===== src/rtl/dcache_writeback_unit.sv =====
// Evicts one data-cache line: reads it from the data store, then streams it to memory
// as a sequence of BEAT_WIDTH beats, with valid/ready flow control on the memory side.
module dcache_writeback_unit #(
  parameter int unsigned DATA_WIDTH  = 128,
  parameter int unsigned NUM_WORDS   = 256,
  parameter int unsigned BEAT_WIDTH  = 64,
  parameter int unsigned PADDR_WIDTH = 56
) (
  input  logic                         clk_i,
  input  logic                         rst_ni,
  input  logic                         wb_req_i,
  input  logic [$clog2(NUM_WORDS)-1:0] wb_index_i,
  input  logic [PADDR_WIDTH-1:0]       wb_paddr_i,
  output logic                         wb_ack_o,
  output logic                         wb_done_o,
  output logic                         busy_o,
  output logic                         ds_en_o,
  output logic                         ds_we_o,
  output logic [DATA_WIDTH/8-1:0]      ds_write_byte_o,
  output logic [$clog2(NUM_WORDS)-1:0] ds_addr_o,
  input  logic [DATA_WIDTH-1:0]        ds_rdata_i,
  output logic                         mem_valid_o,
  input  logic                         mem_ready_i,
  output logic [PADDR_WIDTH-1:0]       mem_paddr_o,
  output logic [BEAT_WIDTH-1:0]        mem_data_o,
  output logic                         mem_last_o
);

  localparam int unsigned IDX_W   = $clog2(NUM_WORDS);
  localparam int unsigned N_BEATS = DATA_WIDTH / BEAT_WIDTH;
  localparam int unsigned CNT_W   = (N_BEATS > 1) ? $clog2(N_BEATS) : 1;
  localparam int unsigned OFF_W   = $clog2(DATA_WIDTH / 8);

  localparam logic [PADDR_WIDTH-1:0] LINE_MASK  = ~((PADDR_WIDTH'(1) << OFF_W) - PADDR_WIDTH'(1));
  localparam logic [PADDR_WIDTH-1:0] BEAT_BYTES = PADDR_WIDTH'(BEAT_WIDTH / 8);
  localparam logic [CNT_W-1:0]       LAST_BEAT  = CNT_W'(N_BEATS - 1);

  localparam logic [2:0] IDLE    = 3'd0;
  localparam logic [2:0] READ    = 3'd1;
  localparam logic [2:0] CAPTURE = 3'd2;
  localparam logic [2:0] SEND    = 3'd3;
  localparam logic [2:0] DONE    = 3'd4;

  logic [2:0]             state_q;
  logic [IDX_W-1:0]       index_q;
  logic [PADDR_WIDTH-1:0] addr_q;
  logic [DATA_WIDTH-1:0]  line_q;
  logic [CNT_W-1:0]       beat_q;

  logic                   in_send;
  logic                   at_last;
  logic [BEAT_WIDTH-1:0]  beat_data;

  assign in_send   = (state_q == SEND);
  assign at_last   = (beat_q == LAST_BEAT);
  assign beat_data = BEAT_WIDTH'(line_q >> (32'(beat_q) * BEAT_WIDTH));

  always_ff @(posedge clk_i or negedge rst_ni) begin
    if (!rst_ni) begin
      state_q <= IDLE;
      index_q <= '0;
      addr_q  <= '0;
      line_q  <= '0;
      beat_q  <= '0;
    end else begin
      case (state_q)
        IDLE: begin
          if (wb_req_i) begin
            index_q <= wb_index_i;
            addr_q  <= wb_paddr_i & LINE_MASK;
            state_q <= READ;
          end
        end
        READ: state_q <= CAPTURE;
        // Store has one cycle of read latency, so the line is valid here.
        CAPTURE: begin
          line_q  <= ds_rdata_i;
          beat_q  <= '0;
          state_q <= SEND;
        end
        SEND: begin
          if (mem_ready_i) begin
            if (at_last) state_q <= DONE;
            else         beat_q  <= beat_q + CNT_W'(1);
          end
        end
        DONE:    state_q <= IDLE;
        default: state_q <= IDLE;
      endcase
    end
  end

  // Ack is gated by reset so every output reads zero while reset is held.
  assign wb_ack_o        = rst_ni && (state_q == IDLE) && wb_req_i;
  assign wb_done_o       = (state_q == DONE);
  assign busy_o          = (state_q != IDLE);

  assign ds_en_o         = (state_q == READ);
  assign ds_we_o         = 1'b0;
  assign ds_write_byte_o = '0;
  assign ds_addr_o       = ds_en_o ? index_q : '0;

  // Beat outputs depend only on registered state, so they hold while ready is low.
  assign mem_valid_o     = in_send;
  assign mem_last_o      = in_send && at_last;
  assign mem_data_o      = in_send ? beat_data : '0;
  assign mem_paddr_o     = in_send ? (addr_q + PADDR_WIDTH'(beat_q) * BEAT_BYTES) : '0;

endmodule


===== config.mk =====
export PLATFORM = sky130hd
export DESIGN_NAME = dcache_writeback_unit
export DESIGN_NICKNAME = d
export VERILOG_FILES = /design/src/rtl/dcache_writeback_unit.sv
export SDC_FILE = /design/constraint.sdc
export NUM_CORES = 1
export LEC_CHECK = 0
export ABC_CLOCK_PERIOD_IN_PS = 1790
export CORE_ASPECT_RATIO = 0.5
export CORE_MARGIN = 4
export CORE_UTILIZATION = 40
export CTS_CLUSTER_DIAMETER = 30
export DETAILED_ROUTE_END_ITERATION = 10
export PLACE_DENSITY = 0.77
export SLEW_MARGIN = 20
export SYNTH_ARGS = -nofsm -noshare
export SYNTH_HDL_FRONTEND = slang
export SYNTH_SLANG_ARGS = --single-unit

===== constraint.sdc =====
create_clock -name clk_i -period 1.79 [get_ports clk_i]
set_input_delay 0.2685 -clock clk_i [delete_from_list [all_inputs] [get_ports clk_i]]
set_output_delay 0.2685 -clock clk_i [all_outputs]
set_load 0.01 [all_outputs]

==> metrics.md <==
| Metric | Value |
|---|---|
| Period Utilization, post-route | `113%` |
| Post-synthesis adder-cell area fraction | `0%` |
| Fin Setup TNS | `-30.49 ns` |
| Ys Warns | `0` |
| RSZ-0062 raised after global routing | `true` |
| Clk root buf | `clkbuf_16` |
| Static Leak | `between 6 and 7 nW` |
| Top-area cell type share of the netlist area | `54.5%` |
| P per Cell Area | `about 1900 nW/um^2` |
| Area Growth Syn to Fin | `56.2%` |
| Starting DRT DRC Count | `about 270` |
| Mean Syn Cell Area | `13.5 sq um` |
| Pwr Total | `approximately 26 mW` |
| Clk_lat worst skew | `0.43 ns` |
| DRC viols | `0` |
| Synth Area in Compound Gates | `0.497%` |
| Share of layout cells above drive strength 1 | `roughly half` |
| Antenna viol nets, final | `0` |
| Synth top area cells | `dfrtp_1, mux2_2, mux2i_1` |
| Max Cap Viol | `0` |
| Simple logic cell fraction of the synthesized area | `under 10%` |
| Sequential share of the synthesized area | `around 54%` |
| Largest family of logic cells by synthesized area | `multiplexers` |
| Synth top cells by count | `dfrtp_1, mux2_2, nor2_1` |
| Multi-input gate area | `between 4000 and 5000 sq um` |
| Max Clock Skew | `roughly 0.007 ns` |
| DRT Pass-1 Iters | `7` |
| H-tree Lvls | `4` |
| Maximum fanout along the worst path | `6` |
| Global-route wire length before repair | `37600 microns` |
| Die X | `around 220 microns` |
| Final Hold Violating Endpoints | `0` |
| Die Y | `between 100 and 150 microns` |
| Pin count of the biggest net entering global routing | `~190` |
| # nets final | `around 1200` |
| Core Box Area | `21700 sq um` |
| CP startpoint kind | `register` |
| Pre-CTS setup slack | `-0.190 ns` |
| Minimum clock period | `roughly 2 ns` |
| Dpl hpwl | `approximately 17000 microns` |
| # IOs | `about 350` |
| Hold Path Class | `input port to register` |
| Clock buffer count from CTS | `17` |
| Starting Density | `between 40% and 50%` |
| CP Class | `register to output port` |
| Pins Over Slew Limit | `0` |
| Leading area contributor after synthesis | `dfrtp_1` |
| Worst Setup End Kind | `output port` |
| Routed len/inst | `around 20 microns` |
| Slew Limit Headroom | `60.9%` |
| Reg area | `slightly below 5000 sq um` |
| Vias | `between 6000 and 7000` |
| Worst Tran Pin Value | `~0.6 ns` |
| Setup ws final | `-0.226 ns` |
| # fillers | `approximately 1700` |
| RD Place Congestion | `about 0.81` |
| Top_reg_cell synth | `dfrtp_1` |
| Layout Cells excl Fill | `between 1000 and 1500` |
| Die area | `around 25000 sq um` |
| XOR/XNOR share of the synthesized area | `0%` |
| Synth Instances | `~650` |
| Initial antenna violation count | `1` |
| Number of global-route vias before repair | `6773` |
| CTS tree | `done` |
| Status | `complete, but fails checks` |
| Post-synth ARST share | `100%` |
| Post-synth EDFFs | `0` |
| GRT Resource Usage Total | `about 20%` |
| Row Count | `38` |
| Multiplexer share of the synthesized area | `32.1%` |
| Required @ worst endpoint | `1.52 ns` |
| Distinct cells, synth | `24` |
| CP arrival | `about 1.8 ns` |
| Worst-case hold slack | `~0.44 ns` |
| Final wirelength | `25900 microns` |
| Fmax | `496 MHz` |
| DP Cell Count | `roughly 1300` |
| Vias per Instance | `4.75` |
| Post-Syn Area | `between 8000 and 9000 sq um` |
| Reg clk slew, reported paths | `~0.070 ns` |
| Failing checks | `negative setup slack` |
| CTS sink cnt | `approximately 190` |
| Post-synthesis register bit count | `192` |
| Number of port buffers | `322` |
| Cell with the most instances after synthesis | `dfrtp_1` |
| Endpoints failing setup | `299` |
| Total gr overflow | `0` |
| Maximum VDD drop | `0.947 mV` |
| Longest Clk Path Bufs | `2` |
-- kinds of logic after synthesis --
kind of cell | Yosys count
AOI/OAI and AO/OA | 6
buffers and inverters | 66
DFF | 192
muxes | 252
other | 1
and+or+nand+nor | 134
-- placed cells by master (no fill, tap or decap), types with 18 or more instances in the layout --
cell,synthesis,final
dfrtp_1,192,191
clkdlybuf4s50_1,0,190
mux2_2,168,153
buf_2,9,71
buf_6,7,68
mux2i_1,64,57
and2_4,0,38
nor2_2,0,35
mux2_4,19,34
clkbuf_16,0,24
and2_1,61,23
conb_1,1,20
buf_4,32,20
buf_12,0,19
nor2_1,65,18
-- layer usage --
layer / GRT usage, % / up-vias / wire, microns
li1: - / 2912 / -
met1: 22.6 / 3204 / 9980
met2: 36.1 / 149 / 14200
met3: 3.81 / 37 / 1050
met4: 7.11 / 0 / 656
met5: 0 / - / 0
-- path summary, 6_finish.rpt --
check	start	end	slack (ns)	cells after the start
setup / recovery	state_q[1]$_DFFE_PN0P_	ds_addr_o[7]	-0.23	7
hold / removal	wb_paddr_i[45]	addr_q[45]$_DFFE_PN0P_	0.44	2
setup reg to reg	state_q[1]$_DFFE_PN0P_	addr_q[24]$_DFFE_PN0P_	-0.12	7
hold reg to reg	addr_q[45]$_DFFE_PN0P_	addr_q[45]$_DFFE_PN0P_	0.50	1
max in group asynchronous	rst_ni	line_q[102]$_DFFE_PN0P_	0.38	4
min in group asynchronous	rst_ni	addr_q[10]$_DFFE_PN0P_	0.49	3
-- flip-flops by register name, indices dropped and copies added, names as in the netlist --
signal and count:
line_q 128, addr_q 52, at_last 1, state_q 3, index_q 8
-- power by group --
group | leakage [nW] | switching [mW] | total, mW | internal [mW]
clock | 0.278 | 1.64 | 3.66 | 2.01
combinational | 3.63 | 6.14 | 14.6 | 8.42
sequential | 2.27 | 1.27 | 7.87 | 6.60
total | 6.19 | 9.05 | 26.1 | 17.0
-- repair_timing --
item | CTS | global route
setup endpoints to repair | 170 | 188
buffers inserted | 12 | 13
gates cloned | 5 | 9
pin swaps | 9 | 34
resized for setup | 566 | 185
hold buffers | 0 | 1
endpoints found under the hold margin | 0 | 77
-- critical path: stages, from the launching register on --
cell     delay, ns
dfrtp_1       0.39
buf_6         0.14
nor3b_4       0.22
buf_6         0.15
buf_6         0.10
buf_6         0.08
and2_4        0.13
buf_6         0.10
-- stage by stage --
step                utilization [%]  instance area [sq um]
global route                   63.5                  13800
CTS                            59.4                  12900
detailed placement             57.7                  12500
finish                         63.5                  13800
global placement               57.7                  12500
floorplan                         -                   8890
-- layout make-up --
type / count / area share, %
multi-input cells: 412 / 29.5
clock inverters: 11 / 0.645
diodes: 1 / 0.0182
repair buffers: 389 / 28.8
clock buffers: 21 / 3.42
well taps: 300 / 2.73
inverters: 2 / 0.0727
flip-flops and latches: 192 / 34.9
Note: power is estimated with default switching activity, not from simulation.
